<file path="src/rtl/dma_mc_ctrl_fsm.sv">
// Multi-channel DMA control FSM.
// One IDLE/RUN/DONE/ERR state machine per channel drives a rd/wr streamer pair,
// tracks sticky streamer-done flags and runs a per-channel watchdog. A single
// shared first-error capture register records the winning error and raises irq.
module dma_mc_ctrl_fsm #(
  parameter int N_CH   = 4,
  parameter int ADDR_W = 32,
  parameter int TMO_W  = 16,
  localparam int CH_W  = (N_CH > 1) ? $clog2(N_CH) : 1
) (
  input  logic                     clk,
  input  logic                     rst,
  input  logic [N_CH-1:0]          dma_go_i,
  input  logic [N_CH-1:0]          dma_abort_i,
  input  logic [N_CH-1:0]          dma_done_ack_i,
  input  logic [TMO_W-1:0]         tmo_limit_i,
  input  logic [N_CH-1:0]          axi_pend_txn_i,
  input  logic [N_CH-1:0]          stream_rd_done_i,
  input  logic [N_CH-1:0]          stream_wr_done_i,
  input  logic [N_CH-1:0]          axi_err_i,
  input  logic [N_CH-1:0]          rd_err_i,
  input  logic [N_CH-1:0]          wr_err_i,
  input  logic [N_CH*ADDR_W-1:0]   err_addr_i,
  input  logic                     err_clr_i,
  output logic [N_CH-1:0]          stream_rd_valid_o,
  output logic [N_CH-1:0]          stream_wr_valid_o,
  output logic [N_CH-1:0]          ch_active_o,
  output logic [N_CH-1:0]          ch_done_o,
  output logic [N_CH-1:0]          ch_clear_o,
  output logic                     err_valid_o,
  output logic [CH_W-1:0]          err_ch_o,
  output logic [1:0]               err_src_o,
  output logic [ADDR_W-1:0]        err_addr_o,
  output logic                     irq_o
);

  typedef enum logic [1:0] {
    ST_IDLE = 2'd0,
    ST_RUN  = 2'd1,
    ST_DONE = 2'd2,
    ST_ERR  = 2'd3
  } ch_state_e;

  localparam logic [1:0] SRC_AXI = 2'b00;
  localparam logic [1:0] SRC_RD  = 2'b01;
  localparam logic [1:0] SRC_WR  = 2'b10;
  localparam logic [1:0] SRC_TMO = 2'b11;

  // Per-channel error events (RUN -> ERR this cycle) and their source code
  logic [N_CH-1:0] ch_err_ev;
  logic [1:0]      ch_err_src [N_CH];

  genvar gi;
  generate
    for (gi = 0; gi < N_CH; gi++) begin : g_ch
      ch_state_e        state_q, state_d;
      logic             rd_done_q, rd_done_d;
      logic             wr_done_q, wr_done_d;
      logic [TMO_W-1:0] wdog_q, wdog_d;
      logic             clear_c;
      logic             err_ev_c;
      logic [1:0]       err_src_c;
      logic             hw_err;
      logic             tmo_hit;

      // Channel state, sticky done flags and watchdog registers
      always_ff @(posedge clk) begin
        if (rst) begin
          state_q   <= ST_IDLE;
          rd_done_q <= 1'b0;
          wr_done_q <= 1'b0;
          wdog_q    <= '0;
        end else begin
          state_q   <= state_d;
          rd_done_q <= rd_done_d;
          wr_done_q <= wr_done_d;
          wdog_q    <= wdog_d;
        end
      end

      // Next-state logic; exits from RUN ranked error > abort > timeout > completion
      always_comb begin
        state_d   = state_q;
        rd_done_d = rd_done_q;
        wr_done_d = wr_done_q;
        wdog_d    = wdog_q;
        clear_c   = 1'b0;
        err_ev_c  = 1'b0;
        err_src_c = SRC_AXI;
        hw_err    = axi_err_i[gi] | rd_err_i[gi] | wr_err_i[gi];
        tmo_hit   = (tmo_limit_i != '0) && (wdog_q == tmo_limit_i);

        unique case (state_q)
          ST_IDLE: begin
            if (dma_go_i[gi]) begin
              state_d   = ST_RUN;
              rd_done_d = 1'b0;
              wr_done_d = 1'b0;
              wdog_d    = '0;
            end
          end

          ST_RUN: begin
            rd_done_d = rd_done_q | stream_rd_done_i[gi];
            wr_done_d = wr_done_q | stream_wr_done_i[gi];
            // Any streamer progress restarts the watchdog; otherwise count and saturate
            if (stream_rd_done_i[gi] | stream_wr_done_i[gi]) begin
              wdog_d = '0;
            end else if (wdog_q != '1) begin
              wdog_d = wdog_q + TMO_W'(1);
            end

            if (hw_err) begin
              state_d  = ST_ERR;
              err_ev_c = 1'b1;
              if (axi_err_i[gi])     err_src_c = SRC_AXI;
              else if (rd_err_i[gi]) err_src_c = SRC_RD;
              else                   err_src_c = SRC_WR;
            end else if (dma_abort_i[gi]) begin
              state_d   = ST_IDLE;
              clear_c   = 1'b1;
              rd_done_d = 1'b0;
              wr_done_d = 1'b0;
              wdog_d    = '0;
            end else if (tmo_hit) begin
              state_d   = ST_ERR;
              err_ev_c  = 1'b1;
              err_src_c = SRC_TMO;
            end else if (rd_done_q && wr_done_q && !axi_pend_txn_i[gi]) begin
              state_d = ST_DONE;
            end
          end

          ST_DONE: begin
            if (dma_done_ack_i[gi]) begin
              state_d   = ST_IDLE;
              clear_c   = 1'b1;
              rd_done_d = 1'b0;
              wr_done_d = 1'b0;
              wdog_d    = '0;
            end
          end

          ST_ERR: begin
            if (err_clr_i) begin
              state_d   = ST_IDLE;
              clear_c   = 1'b1;
              rd_done_d = 1'b0;
              wr_done_d = 1'b0;
              wdog_d    = '0;
            end
          end

          default: state_d = ST_IDLE;
        endcase
      end

      assign stream_rd_valid_o[gi] = (state_q == ST_RUN) && !rd_done_q;
      assign stream_wr_valid_o[gi] = (state_q == ST_RUN) && !wr_done_q;
      assign ch_active_o[gi]       = (state_q == ST_RUN);
      assign ch_done_o[gi]         = (state_q == ST_DONE);
      assign ch_clear_o[gi]        = clear_c & ~rst;
      assign ch_err_ev[gi]         = err_ev_c;
      assign ch_err_src[gi]        = err_src_c;
    end
  endgenerate

  // Shared first-error capture
  logic              err_valid_q, err_valid_d;
  logic [CH_W-1:0]   err_ch_q, err_ch_d;
  logic [1:0]        err_src_q, err_src_d;
  logic [ADDR_W-1:0] err_addr_q, err_addr_d;
  logic              win_found;
  logic [CH_W-1:0]   win_ch;
  logic [1:0]        win_src;
  logic [ADDR_W-1:0] win_addr;

  // Capture register
  always_ff @(posedge clk) begin
    if (rst) begin
      err_valid_q <= 1'b0;
      err_ch_q    <= '0;
      err_src_q   <= '0;
      err_addr_q  <= '0;
    end else begin
      err_valid_q <= err_valid_d;
      err_ch_q    <= err_ch_d;
      err_src_q   <= err_src_d;
      err_addr_q  <= err_addr_d;
    end
  end

  // Pick the lowest-index erroring channel; clear has effect before a same-cycle load
  always_comb begin
    err_valid_d = err_valid_q;
    err_ch_d    = err_ch_q;
    err_src_d   = err_src_q;
    err_addr_d  = err_addr_q;
    win_found   = 1'b0;
    win_ch      = '0;
    win_src     = '0;
    win_addr    = '0;

    // Descending scan so the lowest index is the last (winning) assignment
    for (int i = N_CH - 1; i >= 0; i--) begin
      if (ch_err_ev[i]) begin
        win_found = 1'b1;
        win_ch    = CH_W'(i);
        win_src   = ch_err_src[i];
        win_addr  = (ch_err_src[i] == SRC_TMO) ? '0 : err_addr_i[i*ADDR_W +: ADDR_W];
      end
    end

    if (err_clr_i) begin
      err_valid_d = 1'b0;
      err_ch_d    = '0;
      err_src_d   = '0;
      err_addr_d  = '0;
    end

    if (win_found && (!err_valid_q || err_clr_i)) begin
      err_valid_d = 1'b1;
      err_ch_d    = win_ch;
      err_src_d   = win_src;
      err_addr_d  = win_addr;
    end
  end

  assign err_valid_o = err_valid_q;
  assign err_ch_o    = err_ch_q;
  assign err_src_o   = err_src_q;
  assign err_addr_o  = err_addr_q;
  assign irq_o       = (|ch_done_o) | err_valid_q;

endmodule

</file>
<file path="config.mk">
export PLATFORM = sky130hd
export DESIGN_NAME = dma_mc_ctrl_fsm
export DESIGN_NICKNAME = d
export VERILOG_FILES = /design/src/rtl/dma_mc_ctrl_fsm.sv
export SDC_FILE = /design/constraint.sdc
export NUM_CORES = 1
export LEC_CHECK = 0
export ABC_AREA = 1
export CAP_MARGIN = 20
export CORE_ASPECT_RATIO = 2
export CORE_MARGIN = 3
export CORE_UTILIZATION = 49
export CTS_CLUSTER_SIZE = 24
export DETAILED_ROUTE_END_ITERATION = 8
export GPL_TIMING_DRIVEN = 0
export MAX_ROUTING_LAYER = met4
export PLACE_DENSITY = 0.87
export RECOVER_POWER = 25
export SLEW_MARGIN = 0
export SYNTH_ARGS = -nofsm -noshare
export SYNTH_HDL_FRONTEND = slang
export SYNTH_SLANG_ARGS = --single-unit
</file>
<file path="constraint.sdc">
create_clock -name clk -period 2.3 [get_ports clk]
set_input_delay 0.46 -clock clk [delete_from_list [all_inputs] [get_ports clk]]
set_output_delay 0.46 -clock clk [all_outputs]
set_load 0.02 [all_outputs]
</file>
==> results.py, run 1 <==
metrics = {
    "run_status": {
        "status": "finished clean",
    },
    "synth": {
        "async_reset_ff_frac": 0,
        "syn_inst": 1469,
        "synth_area_leaders": "dfxtp_1, nand2_1, nor2_1",
        "yosys.area.top_type": "dfxtp_1",
        "ys.flop_type": "dfxtp_1",
        "synth.top_cell.area_share": 0.276,
        "synth_area_per_cell_um2": 5.77,
        "ys_seq_elements": 117,
        "ys_seq_area_frac": 0.276,
        "syn_nets": 1656,
        "syn_area_um2": 8480,
        "synth_edf_count": 0,
        "ys_warn_count": 0,
        "synth_cell_types": 53,
    },
    "clock_tree": {
        "numCtsBuffers": 17,
        "clkSlewWorstSetupHoldPaths_ps": 60,
        "insertion_delay_ps": 430,
        "cts_tree": "done",
        "clock-sinks": 117,
        "htreeDepth": 4,
        "post_cts_hold_buffer_count": 0,
        "ctsLongestPathBuffers": 2,
        "cts_root_buffer": "clkbuf_16",
    },
    "detailed_routing": {
        "routedWlPerCell_um": 17.6,
        "drcViolationCount": 0,
        "wirelength_um": 34300,
        "drt_iter0_drc": 512,
        "drtPass1Iterations": 6,
        "vias_per_cell": 5.41,
        "ant_nets": 0,
        "vias": 10500,
    },
    "power_and_ir_drop": {
        "power_density_nw_per_um2": 848,
        "p_int_uw": 5840,
        "pwr-share-seq": 0.255,
        "pwr-share-comb": 0.477,
        "p_leak_uw": 0.00535,
        "switching_share": 0.422,
        "p_clk_frac": 0.268,
        "ir_drop_mv": 0.512,
        "net-switching-power_uw": 4260,
    },
    "setup_path": {
        "rrSetupSlack_ps": 70,
        "cp-end-kind": "primary output",
        "crit_type": "register to primary output",
        "path_cells": "inv_1, nor2_2, clkdlybuf4s50_1",
        "startpoint_type": "register",
        "path_max_fanout": 4,
        "crit_path_max_incr_delay_ps": 680,
        "worstPathRequired_ps": 1840,
        "reg2regPathDepth": 9,
        "reg2reg_to": "g_ch[1].wdog_q[9]",
        "crit_arrival_ps": 1820,
        "cp_slowest_cell": "clkdlybuf4s50_1",
        "timing.rr.start": "g_ch[1].state_q[1]",
    },
    "sta": {
        "slew_headroom": 0.533,
        "fin_crit_sh": 0.989,
        "period_needed_ps": 2280,
        "finalClockSkew_ps": 8.95,
        "timing.fmax_ghz": 0.439,
        "setup_viol": 0,
        "rsz0062_at_grt": "true",
        "drv_slew": 0,
        "timing.hold.ws_ps": 459,
        "hold_viol": 0,
        "tightest_slew_ps": 701,
        "setup_slack_ps": 24.6,
    },
    "place": {
        "dp_slack_ps": -965,
        "place.gp.congestion": 1.00,
        "placed_area_um2": 11100,
        "dp_cells": 1911,
        "dp_hpwl_um": 27500,
        "port_buffers": 235,
    },
    "min_path": {
        "hold_path_class": "register to register",
        "hold_depth": 2,
        "hold_path_startpoint": "err_addr_o[8]",
        "holdPathEnd": "err_addr_o[8]",
    },
    "final_layout": {
        "seqCellArea_um2": 2360,
        "stdcell_count": 1946,
        "fill_cells": 1536,
        "multiInputGateArea_um2": 5450,
        "area_delta_synth_final_pct": 40.5,
        "layout-drive-gt1-share": 0.113,
        "post-route-cell-area_um2": 11900,
        "final_nets": 1913,
        "final_util": 0.707,
        "diodes": 0,
    },
    "floorplanning": {
        "io-pin-count": 241,
        "core-area_um2": 16800,
        "dieArea_um2": 19000,
        "die_h_um": 192,
        "rows": 67,
        "chipWidth_um": 99.0,
        "start_util": 0.503,
    },
    "run": {
        "cap_viol_max_count": 0,
    },
    "global_route": {
        "grt_max_degree": 17,
        "grt_pass1_vias": 10300,
        "grt-ovfl-total": 0,
        "antenna_found_initial": 0,
        "grt_pass1_wl_um": 52300,
        "track_usage": 0.365,
    },
}
-- synth_stat cells, types with 6 or more instances --
cell / n
dfxtp_1: 117
inv_1: 125
xor2_1: 13
nand3b_1: 33
nor2_1: 189
inv_2: 35
nor2_2: 6
nor3b_1: 6
a211oi_1: 7
xnor2_1: 7
a21oi_1: 137
buf_2: 16
nor4_1: 6
nand3_1: 38
nand4_1: 12
buf_4: 11
nand2_1: 553
o21ai_0: 42
clkbuf_1: 15
nor3_1: 30
-- cell families (layout without fill, tap and decap cells) --
family / after synthesis / in the layout / synth area share
buffers and inverters: 211 / 481 / 0.106
flip-flops: 117 / 117 / 0.276
XOR/XNOR: 20 / 20 / 0.0207
adder cells (fa/ha/maj): 4 / 4 / 0.00590
AO/OA/AOI/OAI: 220 / 220 / 0.143
AND/OR/NAND/NOR: 897 / 897 / 0.449
-- critical path, delay by kind of cell, from the launching register on --
family                 cells  cell delay, ps
DFF                        1             410
buffers and inverters      2             790
and+or+nand+nor            1             200
-- cells in the final DEF, fill, tap and decap left out, drive strengths merged, types with 4 or more instances in the layout --
cell type / instances
a21oi: 139
nand4: 12
clkbuf: 45
buf: 41
nor3b: 6
xnor2: 7
dlymetal6s2s: 4
dlygate4sd3: 31
a211oi: 7
o21ai: 45
nor3: 33
nand3: 43
xor2: 13
inv: 160
clkdlybuf4s50: 172
nor4: 6
nand3b: 33
clkdlybuf4s15: 4
clkinv: 7
nor2: 198
dlygate4sd2: 11
nand2: 563
ha: 4
a31oi: 5
dfxtp: 117
-- state kept, by name, summed over array words and instances, names as in the netlist --
register and flops:
g_ch.wdog_q 64, err_addr_o 32, g_ch.state_q 8, g_ch.rd_done_q 4
g_ch.wr_done_q 4, err_ch_o 2, err_src_o 2, err_valid_o 1
-- power by group through the flow --
stage	clock network, uW	logic (uW)	registers [uW]
finish	2710	4820	2570
detailed placement	0	4700	2590
floorplan	0	2630	2800
global placement	0	4660	2580
global route	2810	5240	2600
CTS	2710	4730	2560
-- worst max path at each step --
stage,start,endpoint,slack (ps),cells after the start
floorplan,tmo_limit_i[4],err_addr_o[16],290,15
global placement,tmo_limit_i[9],err_addr_o[17],-950,16
detailed placement,tmo_limit_i[9],err_addr_o[17],-970,16
CTS,rd_err_i[1],ch_clear_o[1],-1,7
global route,g_ch[2].state_q[0],err_addr_o[5],-40,11
finish,g_ch[2].state_q[0],ch_active_o[2],20,3
-- layout make-up --
class,count,area share
buffer,49,0.0275
clock buffer,23,0.0410
clock inverter,9,0.00840
inverter,162,0.0515
multi-input combinational,1141,0.457
sequential,117,0.198
tap,207,0.0217
timing repair buffer,238,0.195
-- metrics by stage --
step	TNS (ps)	total power [uW]
floorplan	0	5440
finish	0	10100
detailed placement	-48960	7290
global route	-154	10700
global placement	-47490	7240
CTS	-1.45	10000
-- layer usage --
metal,part of all wire,track usage,vias to the layer above
li1,-,-,5184
met1,0.32,0.322,4711
met2,0.55,0.694,474
met3,0.060,0.0603,156
met4,0.071,0.235,0
met5,0,-,-
-- repair_timing --
item | CTS | global route
setup endpoints to repair | 69 | 62
gates resized for setup | 84 | 89
endpoints found under the hold margin | 0 | 0
pin swaps | 1 | 3
buffers inserted | 0 | 3
No activity file was read; power rests on OpenSTA's default activity.
==> run 2, diff against run 1 <==
--- a/config.mk
+++ b/config.mk
@@ -9,12 +9,14 @@
 export CAP_MARGIN = 20
 export CORE_ASPECT_RATIO = 2
 export CORE_MARGIN = 3
-export CORE_UTILIZATION = 49
+export CORE_UTILIZATION = 55
+export CTS_BUF_LIST = sky130_fd_sc_hd__clkbuf_16
 export CTS_CLUSTER_SIZE = 24
 export DETAILED_ROUTE_END_ITERATION = 8
+export DONT_BUFFER_PORTS = 1
 export GPL_TIMING_DRIVEN = 0
 export MAX_ROUTING_LAYER = met4
-export PLACE_DENSITY = 0.87
+export PLACE_DENSITY = 0.75
 export RECOVER_POWER = 25
 export SLEW_MARGIN = 0
 export SYNTH_ARGS = -nofsm -noshare
==> results.py, run 2 (same netlist as run 1, synthesis figures left out) <==
metrics = {
    "sta": {
        "drv_slew": 0,
        "rsz0062_at_grt": "true",
        "slew_headroom": 0.502,
        "hold_viol": 0,
        "tightest_slew_ps": 746,
        "setup_viol": 0,
        "timing.fmax_ghz": 0.442,
        "period_needed_ps": 2260,
        "tns_ps": 0,
        "finalClockSkew_ps": 13.3,
        "fin_crit_sh": 0.984,
    },
    "final_layout": {
        "stdcell_count": 1700,
        "final_nets": 1679,
        "largest_register": "g_ch.wdog_q",
        "diodes": 0,
        "layout_common_cells": "nand2_1, nor2_1, a21oi_1",
        "fill_cells": 1538,
        "post-route-cell-area_um2": 9560,
        "largest_reg_flops": 64,
        "final_common_cell": "nand2_1",
        "layout-drive-gt1-share": 0.114,
        "area_delta_synth_final_pct": 12.8,
    },
    "clock_tree": {
        "numCtsBuffers": 17,
        "insertion_delay_ps": 420,
        "htreeDepth": 4,
        "cts_tree": "done",
        "cts_root_buffer": "clkbuf_16",
        "ctsLongestPathBuffers": 2,
        "clock-sinks": 117,
        "clkSlewWorstSetupHoldPaths_ps": 60,
    },
    "setup_path": {
        "cp-end-kind": "primary output",
        "crit_type": "register to primary output",
        "worstPathRequired_ps": 1840,
        "startpoint_type": "register",
        "timing.rr.start": "g_ch[3].state_q[1]",
        "crit_arrival_ps": 1800,
        "startpoint": "g_ch[3].state_q[0]",
        "path_max_fanout": 5,
        "reg2regPathDepth": 10,
    },
    "run": {
        "cap_viol_max_count": 0,
    },
    "detailed_routing": {
        "drcViolationCount": 2,
        "routedWlPerCell_um": 18.7,
        "drt_iter0_drc": 522,
        "wirelength_um": 31800,
        "vias": 9700,
        "ant_nets": 0,
        "vias_per_cell": 5.71,
        "drtPass1Iterations": 7,
    },
    "min_path": {
        "hold_path_startpoint": "stream_rd_done_i[1]",
        "hold_path_class": "input port to register",
        "hold_depth": 2,
    },
    "global_route": {
        "antenna_found_initial": 0,
        "grt-ovfl-total": 0,
        "grt_pass1_wl_um": 48600,
        "track_usage": 0.379,
        "grt_pass1_vias": 9502,
        "grt_max_degree": 17,
    },
    "place": {
        "dp_cells": 1664,
        "dp_hpwl_um": 25000,
        "port_buffers": 0,
        "place.gp.congestion": 0.995,
        "placed_area_um2": 8720,
    },
    "power_and_ir_drop": {
        "power_density_nw_per_um2": 959,
        "ir_drop_mv": 0.871,
        "p_leak_uw": 0.00425,
        "total_power_uw": 9170,
    },
    "run_status": {
        "status": "finished, violations left",
        "violations": "design-rule violations",
    },
    "floorplanning": {
        "start_util": 0.566,
        "die_h_um": 182,
        "dieArea_um2": 17000,
        "core-area_um2": 15000,
        "rows": 63,
        "chipWidth_um": 93.8,
        "io-pin-count": 241,
    },
}
## run 2: routing by layer
metal / part of all wire / track usage
met5: 0 / -
met4: 0.083 / 0.266
met3: 0.088 / 0.0966
met2: 0.52 / 0.681
met1: 0.31 / 0.333
## run 2: worst paths after layout
| kind | endpoint | slack, ps |
|---|---|---|
| max | ch_clear_o[3] | 40 |
| max reg2reg | g_ch[3].wdog_q[12] | 90 |
| min reg2reg | g_ch[1].wdog_q[14] | 480 |
| min | g_ch[1].rd_done_q | 190 |
## run 2: area by class of cell
cell class / instances / area [um^2] / area share
inverter: 162 / 611 / 0.0639
sequential: 117 / 2360 / 0.246
buffer: 49 / 333 / 0.0348
multi-input combinational: 1141 / 5440 / 0.569
timing repair buffer: 4 / 30.0 / 0.00314
tap: 195 / 244 / 0.0255
clock buffer: 17 / 425 / 0.0445
clock inverter: 15 / 124 / 0.0130
## run 2: metrics by stage
step           setup WS [ps]  utilization  hold WS (ps)
6_report                37.9        0.638           192
5_1_grt                -24.3        0.638           210
4_1_cts                 6.07        0.623           186
3_5_place_dp            -343        0.582           472
3_3_place_gp            -282        0.582           468
2_1_floorplan            287            -           454
## run 2: worst max-delay path: stages, from the launching register on
cell	delay, ps
dfxtp_1	460
inv_1	130
nor2_4	220
nand3_1	110
a31oi_1	460
## run 2: repair_timing
item                                    in CTS  in global routing
endpoints found under the setup margin      79                 76
cloned                                       0                  0
resized for setup                           18                 64
setup buffers                                0                  4
hold buffers                                 0                  0
endpoints found under the hold margin        0                  0
pin swaps                                    0                  3
## run 2: where the power goes
group | internal, uW | switching (uW) | total, uW | leakage (uW)
Sequential | 2340 | 568 | 2910 | 0.000956
Combinational | 1190 | 2510 | 3700 | 0.00301
Clock | 1560 | 1000 | 2560 | 0.000282
